`src/rtl/nv_ram_fifo_ctrl_64x128.sv`:
```
// Valid/ready FIFO controller wrapped around an external 64x128 two-port RAM.
// Owns write/read pointers, occupancy and the one-deep read-fetch pipeline.
module nv_ram_fifo_ctrl_64x128 #(
    parameter int DEPTH = 64,
    parameter int WIDTH = 128,
    localparam int AW = $clog2(DEPTH)
) (
    input  logic             clk,
    input  logic             rst,
    input  logic             wr_pvld,
    output logic             wr_prdy,
    input  logic [WIDTH-1:0] wr_pd,
    output logic             rd_pvld,
    input  logic             rd_prdy,
    output logic [WIDTH-1:0] rd_pd,
    output logic             ram_we,
    output logic [AW-1:0]    ram_wa,
    output logic [WIDTH-1:0] ram_di,
    output logic             ram_re,
    output logic [AW-1:0]    ram_ra,
    input  logic [WIDTH-1:0] ram_dout,
    output logic [AW:0]      fifo_count,
    input  logic [31:0]      pwrbus_ram_pd_in,
    output logic [31:0]      pwrbus_ram_pd_out
);

    localparam logic [AW:0] FULL = (AW+1)'(DEPTH);

    logic [AW-1:0] wr_ptr_q, wr_ptr_d;
    logic [AW-1:0] rd_ptr_q, rd_ptr_d;
    logic [AW:0]   count_q, count_d;
    logic          out_vld_q, out_vld_d;

    logic          push;
    logic          pop;
    logic          fetch;
    logic [AW:0]   unfetched;

    assign wr_prdy = (count_q != FULL) & ~rst;
    assign push    = wr_pvld & wr_prdy;
    assign pop     = out_vld_q & rd_prdy;

    // count includes the presented entry, so subtract it to find RAM-only data
    assign unfetched = count_q - {{AW{1'b0}}, out_vld_q};
    assign fetch     = (unfetched != '0) & (~out_vld_q | pop);

    assign ram_we = push;
    assign ram_wa = wr_ptr_q;
    assign ram_di = wr_pd;
    assign ram_re = fetch;
    assign ram_ra = rd_ptr_q;

    assign rd_pvld    = out_vld_q;
    assign rd_pd      = ram_dout;
    assign fifo_count = count_q;

    assign pwrbus_ram_pd_out = pwrbus_ram_pd_in;

    always_comb begin
        wr_ptr_d  = wr_ptr_q;
        rd_ptr_d  = rd_ptr_q;
        out_vld_d = out_vld_q;
        count_d   = count_q;
        if (push) begin
            wr_ptr_d = wr_ptr_q + 1'b1;
        end
        if (fetch) begin
            rd_ptr_d  = rd_ptr_q + 1'b1;
            out_vld_d = 1'b1;
        end else if (pop) begin
            out_vld_d = 1'b0;
        end
        unique case ({push, pop})
            2'b10:   count_d = count_q + 1'b1;
            2'b01:   count_d = count_q - 1'b1;
            default: count_d = count_q;
        endcase
    end

    always_ff @(posedge clk or posedge rst) begin
        if (rst) begin
            wr_ptr_q  <= '0;
            rd_ptr_q  <= '0;
            count_q   <= '0;
            out_vld_q <= 1'b0;
        end else begin
            wr_ptr_q  <= wr_ptr_d;
            rd_ptr_q  <= rd_ptr_d;
            count_q   <= count_d;
            out_vld_q <= out_vld_d;
        end
    end

endmodule

```
`config.mk`:
```
export PLATFORM = sky130hd
export DESIGN_NAME = nv_ram_fifo_ctrl_64x128
export DESIGN_NICKNAME = d
export VERILOG_FILES = /design/src/rtl/nv_ram_fifo_ctrl_64x128.sv
export SDC_FILE = /design/constraint.sdc
export NUM_CORES = 1
export LEC_CHECK = 0
export BUFFER_PORTS_ARGS = -buffer_cell sky130_fd_sc_hd__buf_4
export CORE_AREA = 2 2 237 239
export CTS_BUF_LIST = sky130_fd_sc_hd__clkbuf_4
export DETAILED_ROUTE_END_ITERATION = 6
export DIE_AREA = 0 0 239 241
export HOLD_SLACK_MARGIN = 0.12
export PLACE_DENSITY = 0.3
export SETUP_SLACK_MARGIN = 0.02
export SLEW_MARGIN = 20
export SYNTH_ARGS = -nofsm -noshare
export SYNTH_HDL_FRONTEND = slang
export SYNTH_SLANG_ARGS = --single-unit
```
`constraint.sdc`:
```
create_clock -name clk -period 4.6 [get_ports clk]
set_input_delay 0.92 -clock clk [delete_from_list [all_inputs] [get_ports clk]]
set_output_delay 0.92 -clock clk [all_outputs]
set_load 0.01 [all_outputs]
```
==> impl_metrics.env <==
export IMPL_dieWidth_um=239
export IMPL_cp_common_cell="ha_1"
export IMPL_grt_max_degree=21
export IMPL_drc=0
export IMPL_root_buffer="clkbuf_4"
export IMPL_die_h_um=241
export IMPL_grt_total_usage=0.0279
export IMPL_synth_compound_area_frac=0.0438
export IMPL_dp_slack_ps=1550
export IMPL_synth_cell_types=39
export IMPL_wl_per_cell_um=10.7
export IMPL_cts_tree="done"
export IMPL_finalWirelength_mm=8.93
export IMPL_core_area_mm2=0.0549
export IMPL_fin_tns_setup_ps=0
export IMPL_layout_common_cells="buf_4, dfrtp_1, xnor2_1, ha_1, nand2_1"
export IMPL_drtIter0Drc=43
export IMPL_min_period_ps=2860
export IMPL_drive_gt1_frac=0.305
export IMPL_final_cell_area_mm2=0.00228
export IMPL_hold_path_class="reg -> reg"
export IMPL_grt_pass1_wl_mm=11.5
export IMPL_synth_simple_area_share=0.0540
export IMPL_path_buf_inv=0
export IMPL_critical_path_cell_chain="nor4_4 > a31oi_2 > nand2_2 > ha_1 > ha_1 > a21o_1 > a31o_2 > a2111oi_0 > nand3b_1"
export IMPL_max_slew_margin=0.426
export IMPL_fin_nets=434
export IMPL_synth_area_top_cells="buf_4, dfrtp_1, ha_1"
export IMPL_async_flop_share=1.00
export IMPL_total_power_mw=1.05
export IMPL_critPathMaxStageDelay_ps=460
export IMPL_port_buffers=26
export IMPL_synth_xor_area_frac=0.0396
export IMPL_yosysTopAreaCellShare=0.652
export IMPL_synthMuxAreaShare=0.0109
export IMPL_netlist_instances=390
export IMPL_area_growth_pct=-31.2
export IMPL_via_per_inst=1.61
export IMPL_critPathLaunch="fifo_count[1]"
export IMPL_fmaxAchievable_ghz=0.349
export IMPL_start_kind="register"
export IMPL_worst_path_stages=9
export IMPL_r2r_cells=9
export IMPL_antenna_found_initial=1
export IMPL_dp_hpwl_mm=6.90
export IMPL_vias=1350
export IMPL_setup_ws_ps=1740
export IMPL_critPathMaxFanout=9
export IMPL_end_kind="register"
export IMPL_fin_hold_ws_ps=482
export IMPL_placedCellCount=831
export IMPL_cts_resized=0
export IMPL_htreeDepth=1
export IMPL_leakagePower_nw=0.674
export IMPL_ant_nets=0
export IMPL_dieArea_mm2=0.0576
export IMPL_initial_core_util=0.0604
export IMPL_hold_buffers=0
export IMPL_syn_area_per_cell_um2=8.50
export IMPL_clock_latency_ps=310
export IMPL_cts_made_buffers=3
export IMPL_synth_yosys_seq_area_share=0.151
export IMPL_rsz0062_at_grt="false"
export IMPL_status="finished clean"
export IMPL_ios=603
export IMPL_powerDensity_mw_per_mm2=460
export IMPL_setup_viol=0
export IMPL_criticalPathCategory="reg -> reg"
export IMPL_worst_pin_slew_ps=860
export IMPL_synth_top_family_by_area="buffers and inverters"
export IMPL_syn_area_mm2=0.00332
export IMPL_core_rowCount=86
export IMPL_synth_largest_area_cell="buf_4"
export IMPL_arrival_ps=3120
export IMPL_final_max_slew_violation_count=0
export IMPL_synth_edf_count=0
export IMPL_endpoint="fifo_count[5]"
export IMPL_clk_path_buf_depth=2
export IMPL_slowest_stage="dfrtp_1"
export IMPL_ys_warnings_count=0
export IMPL_grt_pass1_vias=1470
export IMPL_ys_flop_type="dfrtp_1"
export IMPL_place_area_mm2=0.00223
export IMPL_post_cts_buffers=0
export IMPL_clkSinkCount=20
export IMPL_r2r_start="fifo_count[1]"
export IMPL_cts_clk_slew_worst_paths_ps=140
export IMPL_critPathTopFamily="compound AO/OA/AOI/OAI gates"
export IMPL_synth_adder_area_share=0.0400
export IMPL_cap_violations=0
export IMPL_hold_violations=0
export IMPL_finalNonFillerCells=836
export IMPL_ys_ff_latch=20
export IMPL_skew_ps=7.37
export IMPL_layout_commonest_cell="buf_4"
export IMPL_place_gp_congestion=0.623
export IMPL_drt_first_pass_iters=2
export IMPL_timing_rr_end="fifo_count[5]"
export IMPL_required_ps=4860
export IMPL_grt_overflow_total=0
export IMPL_syn_num_nets=692
export IMPL_ir_drop_v=0.000128
export IMPL_fin_util=0.0416
export IMPL_fin_crit_sh=0.623
export IMPL_rrSetupSlack_ps=1740
==> metal layers <==
| metal | routed length, um | GRT usage |
|---|---|---|
| met4 | 1740 | 0.0566 |
| met5 | 54 | 0.00673 |
| met2 | 3250 | 0.0337 |
| met1 | 1570 | 0.0136 |
| met3 | 2310 | 0.0295 |
==> kinds of logic (layout without fill, tap and decap cells) <==
logic type | after synthesis | in the layout
AOI/OAI and AO/OA | 18 | 18
xor gates and xnor gates | 15 | 15
other | 0 | 1
muxes | 3 | 3
and+or+nand+nor | 29 | 29
adders and majority gates | 10 | 10
DFF | 20 | 20
buffers and inverters | 295 | 36
==> synth_stat cells, drive strengths merged, types with 2 or more instances <==
cell type,count
nor2b,3
inv,6
buf,288
a31oi,2
a21o,3
xor2,5
o21a,2
dfrtp,20
and3,2
o21ai,3
ha,9
nand2,7
xnor2,10
mux2,2
nand4,4
nor2,4
==> report_power, final <==
group / switching (mW) / leakage (nW) / internal, mW / total, mW
Clock: 0.0633 / 0.0279 / 0.0880 / 0.151
Combinational: 0.250 / 0.408 / 0.270 / 0.520
Sequential: 0.118 / 0.239 / 0.260 / 0.378
==> layout make-up <==
| class | instances | area, um2 |
|---|---|---|
| fill | 6505 | 52600 |
| tap | 704 | 881 |
| multi-input combinational | 75 | 624 |
| sequential | 20 | 500 |
| timing repair buffer | 26 | 195 |
| clock inverter | 1 | 30.0 |
| inverter | 6 | 25.0 |
| clock buffer | 3 | 22.5 |
| antenna | 1 | 2.50 |
==> flip-flops by register name, indices dropped and copies added (netlist names) <==
register	count
rd_pvld	1
ram_ra	6
ram_wa	6
fifo_count	7
==> how the worst min path moves through the flow <==
stage / depth (start not counted) / to / slack [ps] / from
detailed placement: 1 / ram_ra[5] / 470 / ram_ra[5]
global placement: 1 / ram_wa[5] / 470 / ram_wa[5]
floorplan: 1 / ram_ra[5] / 510 / ram_ra[5]
finish: 1 / ram_ra[5] / 480 / ram_ra[5]
global route: 1 / ram_wa[5] / 510 / ram_wa[5]
CTS: 1 / ram_ra[5] / 490 / ram_ra[5]
==> worst reg2reg max path, stage by stage (launching register included) <==
cell,delay [ps]
dfrtp_1,460
nor4_4,420
a31oi_2,170
nand2_2,130
ha_1,370
ha_1,360
a21o_1,200
a31o_2,220
a2111oi_0,340
nand3b_1,150
(Power assumes the default switching activity.)
